==> src/rtl/div_arb_pkg.sv <==
// Shared types and constants for the divider arbiter.
//   state_e     : arbiter FSM states
//   ID_W        : requester index width for the default two-requester build
//   DIV0_Q_BIT  : value replicated across every quotient bit on divide-by-zero
//   id_width()  : index width for an arbitrary requester count
package div_arb_pkg;

  typedef enum logic [1:0] {
    ST_IDLE = 2'd0,
    ST_BUSY = 2'd1,
    ST_RESP = 2'd2
  } state_e;

  localparam int unsigned ID_W = 32'd1;

  // Divide-by-zero quotient is all-ones regardless of width or signedness.
  localparam logic DIV0_Q_BIT = 1'b1;

  function automatic int unsigned id_width(input int unsigned n);
    return (n < 32'd2) ? 32'd1 : $clog2(n);
  endfunction

endpackage

==> src/rtl/div_arbiter_rr_arbiter.sv <==
// Round-robin picker.
//   req   : request vector
//   ptr   : highest-priority index for this pick
//   grant : one-hot winner (zero when no request)
//   idx   : encoded winner index
//   any   : at least one request present
module rr_arbiter
  import div_arb_pkg::*;
#(
  parameter int unsigned NUM_REQ = 32'd2,
  parameter int unsigned IDX_W   = ID_W
) (
  input  logic [NUM_REQ-1:0] req,
  input  logic [IDX_W-1:0]   ptr,
  output logic [NUM_REQ-1:0] grant,
  output logic [IDX_W-1:0]   idx,
  output logic               any
);

  int unsigned cand_s;

  // Scan from ptr upward with wrap; the first set request wins.
  always_comb begin
    grant  = '0;
    idx    = '0;
    any    = 1'b0;
    cand_s = 32'd0;
    for (int unsigned k = 32'd0; k < NUM_REQ; k++) begin
      cand_s = (32'(ptr) + k) % NUM_REQ;
      if (!any && req[cand_s]) begin
        grant[cand_s] = 1'b1;
        idx           = IDX_W'(cand_s);
        any           = 1'b1;
      end else begin
        any = any;
      end
    end
  end

endmodule

==> src/rtl/div_arbiter.sv <==
// Shares one external iterative divider between NUM_REQ requesters.
//   req_*           : per-requester valid/ready request ports, packed payloads
//   flush           : discards the in-flight request (or blocks grants in IDLE)
//   rsp_*           : single tagged response port (valid/ready)
//   div_start/x/y/signed -> external divider; div_complete/s/r <- divider
// Divide-by-zero is answered locally: quotient all-ones, remainder = dividend.
module div_arbiter
  import div_arb_pkg::*;
#(
  parameter int unsigned NUM_REQ = 32'd2,
  parameter int unsigned DATA_W  = 32'd32,
  parameter int unsigned TAG_W   = 32'd4,
  localparam int unsigned RID_W  = id_width(NUM_REQ)
) (
  input  logic                      div_clk,
  input  logic                      resetn,
  input  logic [NUM_REQ-1:0]        req_valid,
  output logic [NUM_REQ-1:0]        req_ready,
  input  logic [NUM_REQ-1:0]        req_signed,
  input  logic [NUM_REQ*DATA_W-1:0] req_dividend,
  input  logic [NUM_REQ*DATA_W-1:0] req_divisor,
  input  logic [NUM_REQ*TAG_W-1:0]  req_tag,
  input  logic                      flush,
  output logic                      rsp_valid,
  input  logic                      rsp_ready,
  output logic [RID_W-1:0]          rsp_id,
  output logic [TAG_W-1:0]          rsp_tag,
  output logic [DATA_W-1:0]         rsp_quotient,
  output logic [DATA_W-1:0]         rsp_remainder,
  output logic                      div_start,
  output logic                      div_signed,
  output logic [DATA_W-1:0]         div_x,
  output logic [DATA_W-1:0]         div_y,
  input  logic                      div_complete,
  input  logic [DATA_W-1:0]         div_s,
  input  logic [DATA_W-1:0]         div_r
);

  state_e             state_q, state_d;
  logic [RID_W-1:0]   rr_ptr_q, rr_ptr_d;
  logic               drop_q, drop_d;

  logic               div_signed_q;
  logic [DATA_W-1:0]  div_x_q, div_y_q;
  logic [RID_W-1:0]   rsp_id_q;
  logic [TAG_W-1:0]   rsp_tag_q;
  logic [DATA_W-1:0]  rsp_q_q, rsp_r_q;

  logic [NUM_REQ-1:0] grant_s;
  logic [RID_W-1:0]   win_idx_s;
  logic               any_s;
  logic               hs_s;
  logic               win_sgn_s;
  logic [DATA_W-1:0]  win_x_s, win_y_s;
  logic [TAG_W-1:0]   win_tag_s;
  logic               win_y_zero_s;

  rr_arbiter #(
    .NUM_REQ (NUM_REQ),
    .IDX_W   (RID_W)
  ) u_rr (
    .req   (req_valid),
    .ptr   (rr_ptr_q),
    .grant (grant_s),
    .idx   (win_idx_s),
    .any   (any_s)
  );

  // A grant only happens in IDLE with flush low; ready is exactly that condition.
  assign hs_s         = (state_q == ST_IDLE) && !flush && any_s;
  assign win_sgn_s    = req_signed[win_idx_s];
  assign win_x_s      = req_dividend[32'(win_idx_s) * DATA_W +: DATA_W];
  assign win_y_s      = req_divisor[32'(win_idx_s) * DATA_W +: DATA_W];
  assign win_tag_s    = req_tag[32'(win_idx_s) * TAG_W +: TAG_W];
  assign win_y_zero_s = (win_y_s == '0);

  // FSM state, round-robin pointer and flush-drop flag.
  always_ff @(posedge div_clk or negedge resetn) begin
    if (!resetn) begin
      state_q  <= ST_IDLE;
      rr_ptr_q <= '0;
      drop_q   <= 1'b0;
    end else begin
      state_q  <= state_d;
      rr_ptr_q <= rr_ptr_d;
      drop_q   <= drop_d;
    end
  end

  // Next-state logic.
  always_comb begin
    state_d  = state_q;
    rr_ptr_d = rr_ptr_q;
    drop_d   = drop_q;
    case (state_q)
      ST_IDLE: begin
        drop_d = 1'b0;
        if (hs_s) begin
          if (32'(win_idx_s) == NUM_REQ - 32'd1) begin
            rr_ptr_d = '0;
          end else begin
            rr_ptr_d = win_idx_s + RID_W'(1);
          end
          state_d = win_y_zero_s ? ST_RESP : ST_BUSY;
        end else begin
          state_d = ST_IDLE;
        end
      end
      ST_BUSY: begin
        // The divider cannot abort: a flush only marks the result for discard.
        if (div_complete) begin
          state_d = (drop_q || flush) ? ST_IDLE : ST_RESP;
          drop_d  = 1'b0;
        end else if (flush) begin
          drop_d = 1'b1;
        end else begin
          drop_d = drop_q;
        end
      end
      ST_RESP: begin
        // flush takes priority over a simultaneous rsp_ready.
        if (flush || rsp_ready) begin
          state_d = ST_IDLE;
        end else begin
          state_d = ST_RESP;
        end
      end
      default: begin
        state_d = ST_IDLE;
        drop_d  = 1'b0;
      end
    endcase
  end

  // Control outputs decoded from the current state.
  always_comb begin
    req_ready = '0;
    div_start = 1'b0;
    rsp_valid = 1'b0;
    case (state_q)
      ST_IDLE: begin
        if (!flush) begin
          req_ready = grant_s;
        end else begin
          req_ready = '0;
        end
      end
      ST_BUSY: div_start = 1'b1;
      ST_RESP: rsp_valid = 1'b1;
      default: begin
        req_ready = '0;
        div_start = 1'b0;
        rsp_valid = 1'b0;
      end
    endcase
  end

  // Operand/response registers: loaded on grant, result captured on completion.
  always_ff @(posedge div_clk or negedge resetn) begin
    if (!resetn) begin
      div_signed_q <= 1'b0;
      div_x_q      <= '0;
      div_y_q      <= '0;
      rsp_id_q     <= '0;
      rsp_tag_q    <= '0;
      rsp_q_q      <= '0;
      rsp_r_q      <= '0;
    end else if (hs_s) begin
      div_signed_q <= win_sgn_s;
      div_x_q      <= win_x_s;
      div_y_q      <= win_y_s;
      rsp_id_q     <= win_idx_s;
      rsp_tag_q    <= win_tag_s;
      if (win_y_zero_s) begin
        rsp_q_q <= {DATA_W{DIV0_Q_BIT}};
        rsp_r_q <= win_x_s;
      end
    end else if ((state_q == ST_BUSY) && div_complete) begin
      rsp_q_q <= div_s;
      rsp_r_q <= div_r;
    end
  end

  assign div_signed    = div_signed_q;
  assign div_x         = div_x_q;
  assign div_y         = div_y_q;
  assign rsp_id        = rsp_id_q;
  assign rsp_tag       = rsp_tag_q;
  assign rsp_quotient  = rsp_q_q;
  assign rsp_remainder = rsp_r_q;

endmodule

==> config.mk <==
export PLATFORM = sky130hd
export DESIGN_NAME = div_arbiter
export DESIGN_NICKNAME = d
export VERILOG_FILES = /design/src/rtl/div_arb_pkg.sv /design/src/rtl/div_arbiter_rr_arbiter.sv /design/src/rtl/div_arbiter.sv
export SDC_FILE = /design/constraint.sdc
export NUM_CORES = 1
export LEC_CHECK = 0
export BUFFER_PORTS_ARGS = -buffer_cell sky130_fd_sc_hd__buf_2
export CAP_MARGIN = 15
export CORE_AREA = 2 2 134 136
export CTS_BUF_LIST = sky130_fd_sc_hd__clkbuf_8
export CTS_CLUSTER_SIZE = 14
export DETAILED_ROUTE_END_ITERATION = 8
export DIE_AREA = 0 0 136 138
export PLACE_DENSITY_LB_ADDON = 0.25
export SYNTH_ARGS = -nofsm -noshare
export SYNTH_HDL_FRONTEND = slang
export SYNTH_HIERARCHICAL = 1
export SYNTH_SLANG_ARGS = --single-unit
==> constraint.sdc <==
create_clock -name div_clk -period 5.5 [get_ports div_clk]
set_input_delay 1.1 -clock div_clk [delete_from_list [all_inputs] [get_ports div_clk]]
set_output_delay 1.1 -clock div_clk [all_outputs]
set_load 0.005 [all_outputs]
==> reports/results.txt <==
Async set or reset register ratio after synthesis: 100%
Worst slew margin: 31.0%
Die Wd: 136 µm
DR vias: 5,752
Setup-failing EPs final: 0
ANT nets after route: 0
GPL Wtd Cong: 0.840
Finished Cell Area: 8660 µm²
Hold-fix buffers, CTS: 0
Power share of the clock group: 20.5%
Post-DR vias/cell: 4.74
Crit path from: req_valid[0]
Register area share after synthesis: 54.3%
Setup TNS: 0 ns
WL/cell: 15.9 µm
Router iterations before antenna repair: 5
Reg2Reg Capture Point: rsp_remainder[29]
Synth top area cells: dfrtp_1 (54%), mux2i_1 (11%), nand2_1 (6.9%), o21ai_0 (5.4%), o221ai_2 (5.0%)
Filler Cells Inserted: 1,743
Number of library cell types mapped by synthesis: 27
Crit Path Category: in -> reg
RSZ-0062 raised after global routing: no
Worst-margin pin slew: 1.03 ns
Final Skew: 0.0146 ns
Largest fanout on the critical path: 65
Leak Pwr: 4.43 nW
Achievable frequency: 324 MHz
Worst r2r src: rr_ptr_q
CTS Buf Count: 17
Core ar.: 17,500 µm²
Max Cap Viol: 0
Clk buf depth: 2
Synthesis-to-layout area growth: 36.3%
Syn Area/Cell: 9.93 µm²
Post-DP HPWL: 14.3 mm
Fin crit share: 56.2%
Site Rows: 49
CTS tree: built
Min Tclk post-route: 3.09 ns
GRT Util Overall: 20.4%
GRT overflow: 0
Largest net degree at the start of global routing: 124
Share of layout cells above drive strength 1: 41.9%
Switching share of total power: 34.7%
# nets final: 1,179
Starting density of the core: 36.2%
Initial antenna violation count: 3
Slew Limit Fails: 0
Yosys reg bits: 138
Chip height: 138 µm
Max IR drop VDD: 0.000196 V
IO Count: 347
Pwr Density: 469 nW/µm²
DRC violations left: 0
Clk root buf: clkbuf_8
Endpoint class of the critical path: flop
Multi-input gate area in the final layout: 2590 µm²
Most numerous cell in the Yosys netlist: dfrtp_1
Yosys warning count: 6
Resized Gates After CTS: 0
Clock-pin slew on the worst setup and hold paths: 0.07 ns
FF-to-FF setup slack: 2.78 ns
Post-Syn Area: 6360 µm²
H-tree depth: 4
Vias in the first global route: 5,589
Worst path required time: 5.76 ns
Area leader, netlist: dfrtp_1
Overall power: 0.00406 W
Area after DPL: 8260 µm²
Sequential share of power: 42.5%
CP startpoint kind: primary input
Reg2reg path depth: 7
Synth Flop Type: dfrtp_1
P_sw: 0.00141 W
Final wirelength: 19.3 mm
Syn Inst Count: 640
First-pass GRT wire length: 29.8 mm
Worst Setup EP: rsp_remainder[29]
Logic pwr share: 37.0%
Worst Path Arrival: 3.35 ns
Post-synth EDFFs: 0
1st-iter DRT viols: 184
Worst-Skew Late Latency: 0.44 ns
Postcts setup bufs: 0
CTS sink cnt: 138
P_int: 0.00265 W
Status: finished clean
PortBufs: 346
Hold WC Path Type: reg -> reg
Die ar.: 18,800 µm²
Endpoints failing hold: 0
Synthesized net count: 849
Synth top cells by count: dfrtp_1 (138), nand2_1 (117), mux2i_1 (70), o21ai_0 (69), nor2_1 (66)
Reg area: 3450 µm²
Post-synth top area share: 54.3%
-- power by group through the flow --
stage | clock network, W | registers (W) | logic [W]
CTS | 0.000859 | 0.00173 | 0.00153
global placement | 0 | 0.00173 | 0.00151
detailed placement | 0 | 0.00174 | 0.00153
floorplan | 0 | 0.00179 | 0.000689
finish | 0.000832 | 0.00173 | 0.00150
global route | 0.000908 | 0.00179 | 0.00169
-- cells by family (layout without fill, tap and decap cells) --
family / after synthesis / in the layout / share of synthesized area [%]
buffers and inverters: 78 / 420 / 5.43
muxes: 70 / 70 / 11.0
DFF: 138 / 138 / 54.3
AOI/OAI and AO/OA: 142 / 142 / 15.5
other: 0 / 2 / 0
and+or+nand+nor: 212 / 212 / 13.7
-- layer usage --
layer	track usage (%)	up-vias	share of wire, %
met5	0	-	0.057
met1	24.5	2651	41
li1	-	2853	-
met3	6.97	29	8.3
met2	34.3	217	48
met4	6.74	2	2.1
-- area by class of cell --
cell class                      count  area share, %
Timing Repair Buffer              354           20.8
Antenna cell                        2         0.0578
Clock buffer                       20           3.18
Sequential cell                   138           39.9
Clock inverter                     11           1.40
Multi-Input combinational cell    424           29.9
Inverter                           35           1.52
Tap cell                          229           3.31
-- worst min path at each step --
stage / from / to / depth (start not counted)
after floorplan: rr_ptr_q / rr_ptr_q / 2
final: rsp_id / rsp_id / 2
after CTS: rsp_id / rsp_id / 2
after detailed placement: rsp_id / rsp_id / 2
after global placement: div_x[9] / div_x[9] / 2
after global routing: div_x[28] / div_x[28] / 2
-- sequential cells by signal, summed over array words and instances (netlist names) --
register and cells:
state_q 2, div_x 32, div_y 32, rsp_id 1
rsp_remainder 32, rsp_quotient 32, rr_ptr_q 1, rsp_tag 4
div_signed 1, drop_q 1
-- placed cells by master, fill, tap and decap left out, types with 2 or more instances in the layout --
| cell | instances |
|---|---|
| a21boi_0 | 2 |
| inv_1 | 36 |
| clkbuf_8 | 20 |
| o221ai_2 | 20 |
| diode_2 | 2 |
| dfrtp_1 | 138 |
| nor2_1 | 66 |
| nor4_1 | 16 |
| nand2_1 | 116 |
| nand2b_1 | 3 |
| and2_1 | 3 |
| mux2i_1 | 70 |
| o221ai_1 | 12 |
| buf_2 | 345 |
| o21ai_0 | 69 |
| clkinv_2 | 3 |
| buf_4 | 8 |
| bufinv_16 | 2 |
| a21oi_1 | 33 |
| clkinv_4 | 3 |
-- through the flow --
stage               worst slack (ns)  cells  hold WS (ns)  utilization (%)
CTS                             2.43   1211         0.480             49.4
floorplan                       2.79    640         0.464                -
global placement                2.02   1180         0.457             47.1
finish                          2.41   1213         0.476             49.4
detailed placement              1.94   1180         0.461             47.1
global route                    2.29   1212         0.493             49.4
-- critical path, stage by stage --
cell and delay [ns]:
buf_2 0.13, a21boi_4 0.15, buf_4 0.58, nand2b_1 0.29, o22a_2 0.16, buf_4 0.63, o221ai_1 0.22
Note: power is estimated with default switching activity, not from simulation.
